## config.mk

```make
export PLATFORM = sky130hd
export DESIGN_NAME = frame_render_controller
export DESIGN_NICKNAME = d
export VERILOG_FILES = /design/src/rtl/frame_render_controller_pkg.sv /design/src/rtl/frame_render_controller_frame_cycle_counter.sv /design/src/rtl/frame_render_controller.sv
export SDC_FILE = /design/constraint.sdc
export NUM_CORES = 1
export LEC_CHECK = 0
export BUFFER_PORTS_ARGS = -buffer_cell sky130_fd_sc_hd__buf_4
export CAP_MARGIN = 0
export CORE_MARGIN = 2
export CORE_UTILIZATION = 45
export CTS_BUF_LIST = sky130_fd_sc_hd__clkbuf_8
export CTS_CLUSTER_DIAMETER = 40
export DETAILED_ROUTE_END_ITERATION = 10
export HOLD_SLACK_MARGIN = 0.08
export PLACE_DENSITY_LB_ADDON = 0.1
export SLEW_MARGIN = 25
export SYNTH_ARGS = -nofsm -noshare
export SYNTH_HDL_FRONTEND = slang
export SYNTH_HIERARCHICAL = 1
export SYNTH_SLANG_ARGS = --single-unit
```

## constraint.sdc

```tcl
create_clock -name clk -period 3 [get_ports clk]
set_clock_uncertainty 0.05 [all_clocks]
set_input_delay 0 -clock clk [delete_from_list [all_inputs] [get_ports clk]]
set_output_delay 0 -clock clk [all_outputs]
set_load 0.03 [all_outputs]
```

## src/rtl/frame_render_controller_pkg.sv

```systemverilog
// Shared definitions for the frame render controller.
//   MAX_OBJECTS_DEFAULT : default per-frame object ceiling
//   frame_ctrl_state_t  : controller state encoding
//   state_is_busy()     : true for every state except IDLE and AWAIT_MCU
package frame_render_controller_pkg;

  localparam int MAX_OBJECTS_DEFAULT = 1024;

  typedef enum logic [2:0] {
    ST_IDLE         = 3'd0,
    ST_AWAIT_MCU    = 3'd1,
    ST_CLEAR        = 3'd2,
    ST_RENDER_START = 3'd3,
    ST_RENDER_WAIT  = 3'd4,
    ST_SWAP_WAIT    = 3'd5,
    ST_DONE         = 3'd6
  } frame_ctrl_state_t;

  function automatic logic state_is_busy(input frame_ctrl_state_t s);
    return !(s == ST_IDLE || s == ST_AWAIT_MCU);
  endfunction

endpackage

```

## src/rtl/frame_render_controller_frame_cycle_counter.sv

```systemverilog
// Frame duration counter.
//   clk, rst   : clock, async active-high reset
//   i_start    : clear the running count (frame begins)
//   i_run      : count this cycle (saturating at all-ones)
//   i_capture  : copy the running count to o_cycles
//   o_cycles   : last captured frame duration in clk cycles
module frame_cycle_counter (
  input  logic        clk,
  input  logic        rst,
  input  logic        i_start,
  input  logic        i_run,
  input  logic        i_capture,
  output logic [31:0] o_cycles
);

  logic [31:0] cnt_q;
  logic [31:0] cycles_q;

  always_ff @(posedge clk or posedge rst) begin
    if (rst) begin
      cnt_q <= '0;
    end else if (i_start) begin
      cnt_q <= '0;
    end else if (i_run && (cnt_q != '1)) begin
      cnt_q <= cnt_q + 32'd1;
    end
  end

  always_ff @(posedge clk or posedge rst) begin
    if (rst) begin
      cycles_q <= '0;
    end else if (i_capture) begin
      cycles_q <= cnt_q;
    end
  end

  assign o_cycles = cycles_q;

endmodule

```

## src/rtl/frame_render_controller.sv

```systemverilog
// Frame render sequencing controller: accepts an object count from the MCU,
// optionally clears the framebuffer, issues one render-pipeline start per
// object, waits for the display frame pulse, swaps buffers, signals done.
//
// Ports:
//   clk, rst                    clock, async active-high reset
//   i_num_objects[_dv]          per-frame object count from the MCU
//   o_mcu_ready                 high while a new count can be accepted
//   o_clear_start/i_clear_done  framebuffer clear handshake
//   o_rp_start/i_rp_ready       render pipeline start / idle
//   i_rp_finished               one object completed
//   i_frame                     display frame pulse (synchronous)
//   o_swap                      buffer swap pulse
//   i_abort                     abandon the current frame
//   o_busy, o_frame_done        status
//   o_objects_rendered          objects completed in this frame
//   o_frame_cycles              (FRAME_CTRL_STATS_EN only) frame duration
//
// Build option: define FRAME_CTRL_STATS_EN to add o_frame_cycles.
//
// state        | meaning
// IDLE         | waiting for the render pipeline to be idle
// AWAIT_MCU    | waiting for an object count
// CLEAR        | framebuffer clear in progress
// RENDER_START | issue the next object start when the pipeline is ready
// RENDER_WAIT  | waiting for the current object to finish
// SWAP_WAIT    | waiting for the display frame pulse
// DONE         | frame complete
module frame_render_controller
  import frame_render_controller_pkg::*;
#(
  parameter int MAX_OBJECTS = MAX_OBJECTS_DEFAULT,
  parameter int OBJ_W       = $clog2(MAX_OBJECTS + 1),
  parameter int WAIT_VSYNC  = 1,
  parameter int CLEAR_FB    = 1
) (
  input  logic             clk,
  input  logic             rst,
  input  logic [OBJ_W-1:0] i_num_objects,
  input  logic             i_num_objects_dv,
  output logic             o_mcu_ready,
  output logic             o_clear_start,
  input  logic             i_clear_done,
  output logic             o_rp_start,
  input  logic             i_rp_ready,
  input  logic             i_rp_finished,
  input  logic             i_frame,
  output logic             o_swap,
  input  logic             i_abort,
  output logic             o_busy,
  output logic             o_frame_done,
  output logic [OBJ_W-1:0] o_objects_rendered
`ifdef FRAME_CTRL_STATS_EN
  ,
  output logic [31:0]      o_frame_cycles
`endif
);

  localparam logic [OBJ_W-1:0] MAX_CNT = OBJ_W'(MAX_OBJECTS);

  frame_ctrl_state_t state_q, state_d;
  logic [OBJ_W-1:0]  target_q, target_d;
  logic [OBJ_W-1:0]  rendered_q, rendered_d;
  logic [OBJ_W-1:0]  rendered_inc;
  logic              clear_start_q, clear_start_d;
  logic              rp_start_q, rp_start_d;
  logic              swap_q, swap_d;
  logic              frame_done_q, frame_done_d;
  logic              mcu_ready_q;
  logic              busy_q;

  assign rendered_inc = rendered_q + OBJ_W'(1);

  always_comb begin
    state_d       = state_q;
    target_d      = target_q;
    rendered_d    = rendered_q;
    clear_start_d = 1'b0;
    rp_start_d    = 1'b0;
    swap_d        = 1'b0;
    frame_done_d  = 1'b0;
    // Abort overrides every other event, including a coincident finish,
    // so the rendered count holds and no further pulses are produced.
    if (i_abort) begin
      state_d = ST_IDLE;
    end else begin
      case (state_q)
        ST_IDLE: begin
          if (i_rp_ready) state_d = ST_AWAIT_MCU;
        end
        ST_AWAIT_MCU: begin
          if (i_num_objects_dv) begin
            target_d      = (i_num_objects > MAX_CNT) ? MAX_CNT : i_num_objects;
            rendered_d    = '0;
            clear_start_d = (CLEAR_FB != 0);
            state_d       = (CLEAR_FB != 0) ? ST_CLEAR : ST_RENDER_START;
          end
        end
        ST_CLEAR: begin
          if (i_clear_done) state_d = ST_RENDER_START;
        end
        ST_RENDER_START: begin
          if (target_q == '0) begin
            state_d = ST_SWAP_WAIT;
          end else if (i_rp_ready) begin
            rp_start_d = 1'b1;
            state_d    = ST_RENDER_WAIT;
          end
        end
        ST_RENDER_WAIT: begin
          if (i_rp_finished) begin
            rendered_d = rendered_inc;
            state_d    = (rendered_inc == target_q) ? ST_SWAP_WAIT : ST_RENDER_START;
          end
        end
        ST_SWAP_WAIT: begin
          // Only frame pulses seen while in this state count.
          if (i_frame || (WAIT_VSYNC == 0)) begin
            swap_d  = 1'b1;
            state_d = ST_DONE;
          end
        end
        ST_DONE: begin
          frame_done_d = 1'b1;
          state_d      = ST_IDLE;
        end
        default: state_d = ST_IDLE;
      endcase
    end
  end

  always_ff @(posedge clk or posedge rst) begin
    if (rst) begin
      state_q       <= ST_IDLE;
      target_q      <= '0;
      rendered_q    <= '0;
      clear_start_q <= 1'b0;
      rp_start_q    <= 1'b0;
      swap_q        <= 1'b0;
      frame_done_q  <= 1'b0;
      mcu_ready_q   <= 1'b0;
      busy_q        <= 1'b0;
    end else begin
      state_q       <= state_d;
      target_q      <= target_d;
      rendered_q    <= rendered_d;
      clear_start_q <= clear_start_d;
      rp_start_q    <= rp_start_d;
      swap_q        <= swap_d;
      frame_done_q  <= frame_done_d;
      // Registered from the next state so these track state_q exactly.
      mcu_ready_q   <= (state_d == ST_AWAIT_MCU);
      busy_q        <= state_is_busy(state_d);
    end
  end

  assign o_mcu_ready        = mcu_ready_q;
  assign o_clear_start      = clear_start_q;
  assign o_rp_start         = rp_start_q;
  assign o_swap             = swap_q;
  assign o_busy             = busy_q;
  assign o_frame_done       = frame_done_q;
  assign o_objects_rendered = rendered_q;

`ifdef FRAME_CTRL_STATS_EN
  logic stat_start;
  logic stat_run;
  logic stat_capture;

  // Duration covers every cycle after AWAIT_MCU up to (not including) DONE.
  assign stat_start   = (state_q == ST_AWAIT_MCU) && (state_d != ST_AWAIT_MCU);
  assign stat_run     = state_is_busy(state_q) && (state_q != ST_DONE);
  assign stat_capture = (state_q == ST_DONE) && !i_abort;

  frame_cycle_counter u_frame_cycle_counter (
    .clk       (clk),
    .rst       (rst),
    .i_start   (stat_start),
    .i_run     (stat_run),
    .i_capture (stat_capture),
    .o_cycles  (o_frame_cycles)
  );
`else
  // Statistics disabled: no duration counter is built.
`endif

endmodule

```

Yosys cells after proc, flatten, opt, wreduce, memory -nomap -nowiden
Cells that the tools add are included.
Cells by class
  add/subtract/negate cells: 1
  magnitude comparators: 1
  equality and inequality tests: 10
  multiplexer cells: 26
  bitwise operators: 1
  reductions and logical operators: 8
Operators by type and width (number)
  2-to-1 mux 11 bit: 3
  2-to-1 mux 3 bit: 9
  case mux 11 bit (2 select lines): 1
  case mux 3 bit (6 select lines): 1
  2-to-1 mux 1 bit: 12
  adder 11 x 1 -> 11 bit, second input constant: 1
  == test 11 bit: 1
  > comparator 11 bit, second input constant: 1
  logical NOT 11 bit: 1
  == test 3 bit, second input constant: 3
  == test 3 x 1 -> 1 bit, second input constant: 2
  == test 3 x 2 -> 1 bit, second input constant: 2
  logical NOT 3 bit: 2
  inequality test 2 bit, second input constant: 2
  AND reduction 4 bit: 1
  AND reduction 3 bit: 1
  nonzero test 2 bit: 1
  logical NOT 1 bit: 1
  logical OR 1 bit: 1
  inverter 1 bit: 1
Word-level totals
  register bits: 31
  input port bits: 19
  output and inout port bits: 17

Logic depth before layout (Yosys ltp)
  depth after elaboration: 9
  depth in mapped cells: 8
  mapped depth without buffers: 8

Worst setup path after synthesis
OpenSTA, ideal clock, no wires.
  path kind: flip-flop to flip-flop
  from: register rendered_q[0], in the netlist o_objects_rendered[0]
  to: register mcu_ready_q, in the netlist o_mcu_ready
  arrival time: 2503 ps
  slack: 327 ps
  cell stages (with the launch flop): 9
  period minus slack after synthesis: 2673 ps
  cells stage by stage: dfrtp_1 ha_1 nand3_1 o22ai_1 o2111ai_1 a2111oi_0 or4b_4 a31oi_4 and3b_1
Between the ends
  word-level cells in the longest chain between the ends: 7
RTL lines
  start, declared: RTL line frame_render_controller.sv:63  | logic [OBJ_W-1:0] rendered_q, rendered_d;
  start signal, assigned: RTL line frame_render_controller.sv:146  | rendered_q <= rendered_d;
  adder 11 x 1 -> 11 bit: RTL line frame_render_controller.sv:72  | assign rendered_inc = rendered_q + OBJ_W'(1);
  == test 11 bit: RTL line frame_render_controller.sv:113  | state_d = (rendered_inc == target_q) ? ST_SWAP_WAIT : ST_RENDER_START;
  2-to-1 mux 3 bit: RTL line frame_render_controller.sv:113
  2-to-1 mux 3 bit: RTL line frame_render_controller.sv:111  | if (i_rp_finished) begin
  case mux 3 bit (6 select lines): RTL line frame_render_controller.sv:87  | case (state_q)
  2-to-1 mux 3 bit: RTL line frame_render_controller.sv:84  | if (i_abort) begin
  named net state_d[2]: RTL line frame_render_controller.sv:61  | frame_ctrl_state_t state_q, state_d;
  == test 3 x 1 -> 1 bit: RTL line frame_render_controller.sv:152  | mcu_ready_q <= (state_d == ST_AWAIT_MCU);
  end signal, assigned: RTL line frame_render_controller.sv:152
  end, declared: RTL line frame_render_controller.sv:69  | logic mcu_ready_q;
The timed path passes the listed nets, and every way through them passes these cells.
A chain may end at the register's enable or synchronous reset.

Final worst setup path
  from: register rendered_q[0], in the netlist o_objects_rendered[0]
  to: register mcu_ready_q, in the netlist o_mcu_ready
Between the ends
  word-level cells in the longest chain between the ends: 7
RTL lines (RTL line)
  adder 11 x 1 -> 11 bit: frame_render_controller.sv:72
  == test 11 bit: frame_render_controller.sv:113
  2-to-1 mux 3 bit: frame_render_controller.sv:113
  2-to-1 mux 3 bit: frame_render_controller.sv:111
  case mux 3 bit (6 select lines): frame_render_controller.sv:87
  2-to-1 mux 3 bit: frame_render_controller.sv:84
  == test 3 x 1 -> 1 bit: frame_render_controller.sv:152
Every way passes these cells.

==> flow_summary.toml <==
[run_status]
status = "complete, no violations"

[cts]
post-cts-setup-buffer-count = 0
clk_pin_slew_worst_paths_ns = 0.07
cts_buffer_depth = 2
cts_buffers = 5
tritoncts = "built"
cts_root_buffer = "clkbuf_8"
clock_sinks = 31
clk_latency_ns = 0.28
h-tree-depth = 2

[synthesis]
post-synth-top-count-cell = "dfrtp_1"
ys_seq_area_frac = 0.440
netlist_top_cells_count = "dfrtp_1, o21ai_0, nand2_1"
avgSynthCellArea_um2 = 9.08
syn-cell-area_um2 = 1760
ys_seq_elements = 31
synth_top_area_frac = 0.440
async_flop_share = 1.00
synth-edff-count = 0
postSynthCellCount = 194
synth_area_leader_cell = "dfrtp_1"
netlist_top_cells_area = "dfrtp_1, o21ai_0, xnor2_1"
synth.distinct_cells = 41
synth_flop_cell = "dfrtp_1"
synth_warnings = 6
synth_nets = 214

[global_routing]
grt_max_degree = 32
grt_pass1_vias = 1666
grt_pass1_wl_um = 7600
grt_usage = 0.227
antenna_found_initial = 0
gr-total-overflow = 0

[timing]
finalCritPeriodShare = 0.937
slew_violations = 0
fin_crit_ns = 2.81
max_slew.worst_pin.slew_ns = 0.636
finalSetupViolCount = 0
finalHoldViolCount = 0
relSlewSlack = 0.575
finalSetupTns_ns = 0
rsz0062_at_grt = "no"
fmaxAchievable_ghz = 0.356
hold_slack_ns = 0.161

[power_and_ir_drop]
power.total_mw = 1.06
power.density_nw_per_um2 = 459
p_leak_nw = 1.04
irDropWorstVdd_mv = 0.273

[min_path]
min_path_type = "input pin to register"

[final_layout]
diodes = 0
layout.nets = 267
syn2layout_area_growth_pct = 31.7
drive_gt1_frac = 0.206

[floorplanning]
coreArea_um2 = 3720
dieWidth_um = 66.6
io_pins = 36
die_h_um = 66.6
initial_core_util = 0.474
rows = 22
dieArea_um2 = 4430

[placed_design]
routabilityCongestion = 0.915
dp_hpwl_um = 3100
numPortBuffers = 35

[critical_path]
cp.arrival_ns = 2.98
cp-end-kind = "register"
required_ns = 3.17
worst_path_largest_cell_delay_ns = 0.54
cp_cell_sequence = "ha_2 > nand3_1 > o22ai_1 > o2111ai_1 > a2111oi_1 > or4b_4 > a21oi_1 > and3b_1"
critPathLaunchType = "register"
critPathKind = "register to register"
cpMaxStageDelayCell = "or4b_4"
cp_max_fo = 7
cp_num_buf_inv = 0
crit_family = "compound AO/OA/AOI/OAI gates"

[drt]
wl_per_cell_um = 14.6
drt-total-wl_um = 4330
drtIter0Drc = 87
drc = 0
via_count = 1651
drt_pass1_iterations = 4
ant_nets = 0
vias_per_cell = 5.58

[flow_run]
cap_violations = 0
power by group:
| group | internal [mW] | switching [mW] | total (mW) |
|---|---|---|---|
| Combinational | 0.122 | 0.114 | 0.236 |
| Sequential | 0.464 | 0.0539 | 0.518 |
| Clock | 0.158 | 0.153 | 0.311 |
state kept, by name, indices dropped and copies added, names as in the netlist:
register,count
o_busy,1
o_clear_start,1
o_frame_done,1
o_mcu_ready,1
o_objects_rendered,11
o_rp_start,1
o_swap,1
state_q,3
target_q,11
worst register-to-register path, stage by stage (launching register included):
cell       delay, ns
dfrtp_1         0.45
ha_2            0.26
nand3_1         0.18
o22ai_1         0.23
o2111ai_1       0.13
a2111oi_1       0.45
or4b_4          0.54
a21oi_1         0.27
and3b_1         0.20
metrics by stage:
stage	worst slack, ns	instances	instance area (µm²)	util
6_report	0.189	296	2320	0.625
5_1_grt	0.00714	296	2320	0.625
4_1_cts	0.166	296	2320	0.624
3_5_place_dp	0.213	271	2060	0.555
3_3_place_gp	0.378	271	2060	0.555
2_1_floorplan	0.327	194	1760	-
logic make-up after synthesis:
family,after synthesis,synth area share
AO/OA/AOI/OAI,50,0.186
XOR/XNOR,15,0.0746
AND/OR/NAND/NOR,82,0.247
multiplexers,2,0.0128
buffers and inverters,13,0.0320
adder cells (fa/ha/maj),1,0.00710
flip-flops,31,0.440
per-layer routing:
| metal | vias to the layer above | wire length [µm] | track usage |
|---|---|---|---|
| li1 | 805 | - | - |
| met1 | 785 | 1930 | 0.296 |
| met2 | 49 | 2080 | 0.365 |
| met3 | 12 | 235 | 0.0524 |
| met4 | 0 | 91 | 0.0867 |
| met5 | - | 0 | 0 |
path summary, 6_finish.rpt:
check / to / slack (ns) / cells after the start / from
worst max-delay path: o_mcu_ready / 0.19 / 8 / o_objects_rendered[0]
worst min-delay path: target_q[10] / 0.16 / 5 / i_num_objects_dv
worst max register to register: o_mcu_ready / 0.19 / 8 / o_objects_rendered[0]
worst min register to register: o_frame_done / 0.49 / 1 / state_q[0]
max in group asynchronous: target_q[8] / 2.17 / 3 / rst
min in group asynchronous: o_objects_rendered[0] / 0.31 / 3 / rst
placed cells by master (no fill, tap or decap), drive strengths merged, types with 6 or more instances in the layout:
master       instances
buf                 37
dfrtp               31
o21ai               25
nand2               20
dlygate4sd3         17
nor2                15
nand2b              12
xnor2               11
and3                 7
nand3                7
nor4                 6
inv                  6
area by class of cell:
type / count / area (µm²)
fillers: 332 / 1400
clock inverters: 3 / 16.3
multi-input cells: 150 / 933
flip-flops and latches: 31 / 776
inverters: 5 / 18.8
well taps: 48 / 60.1
clock buffers: 5 / 68.8
repair buffers: 54 / 448
repair_timing:
item / CTS / global route
hold buffers: 17 / 0
setup endpoints to repair: 0 / 2
endpoints found under the hold margin: 49 / 0
gates resized for setup: 0 / 2
No activity file was read; power rests on OpenSTA's default activity.
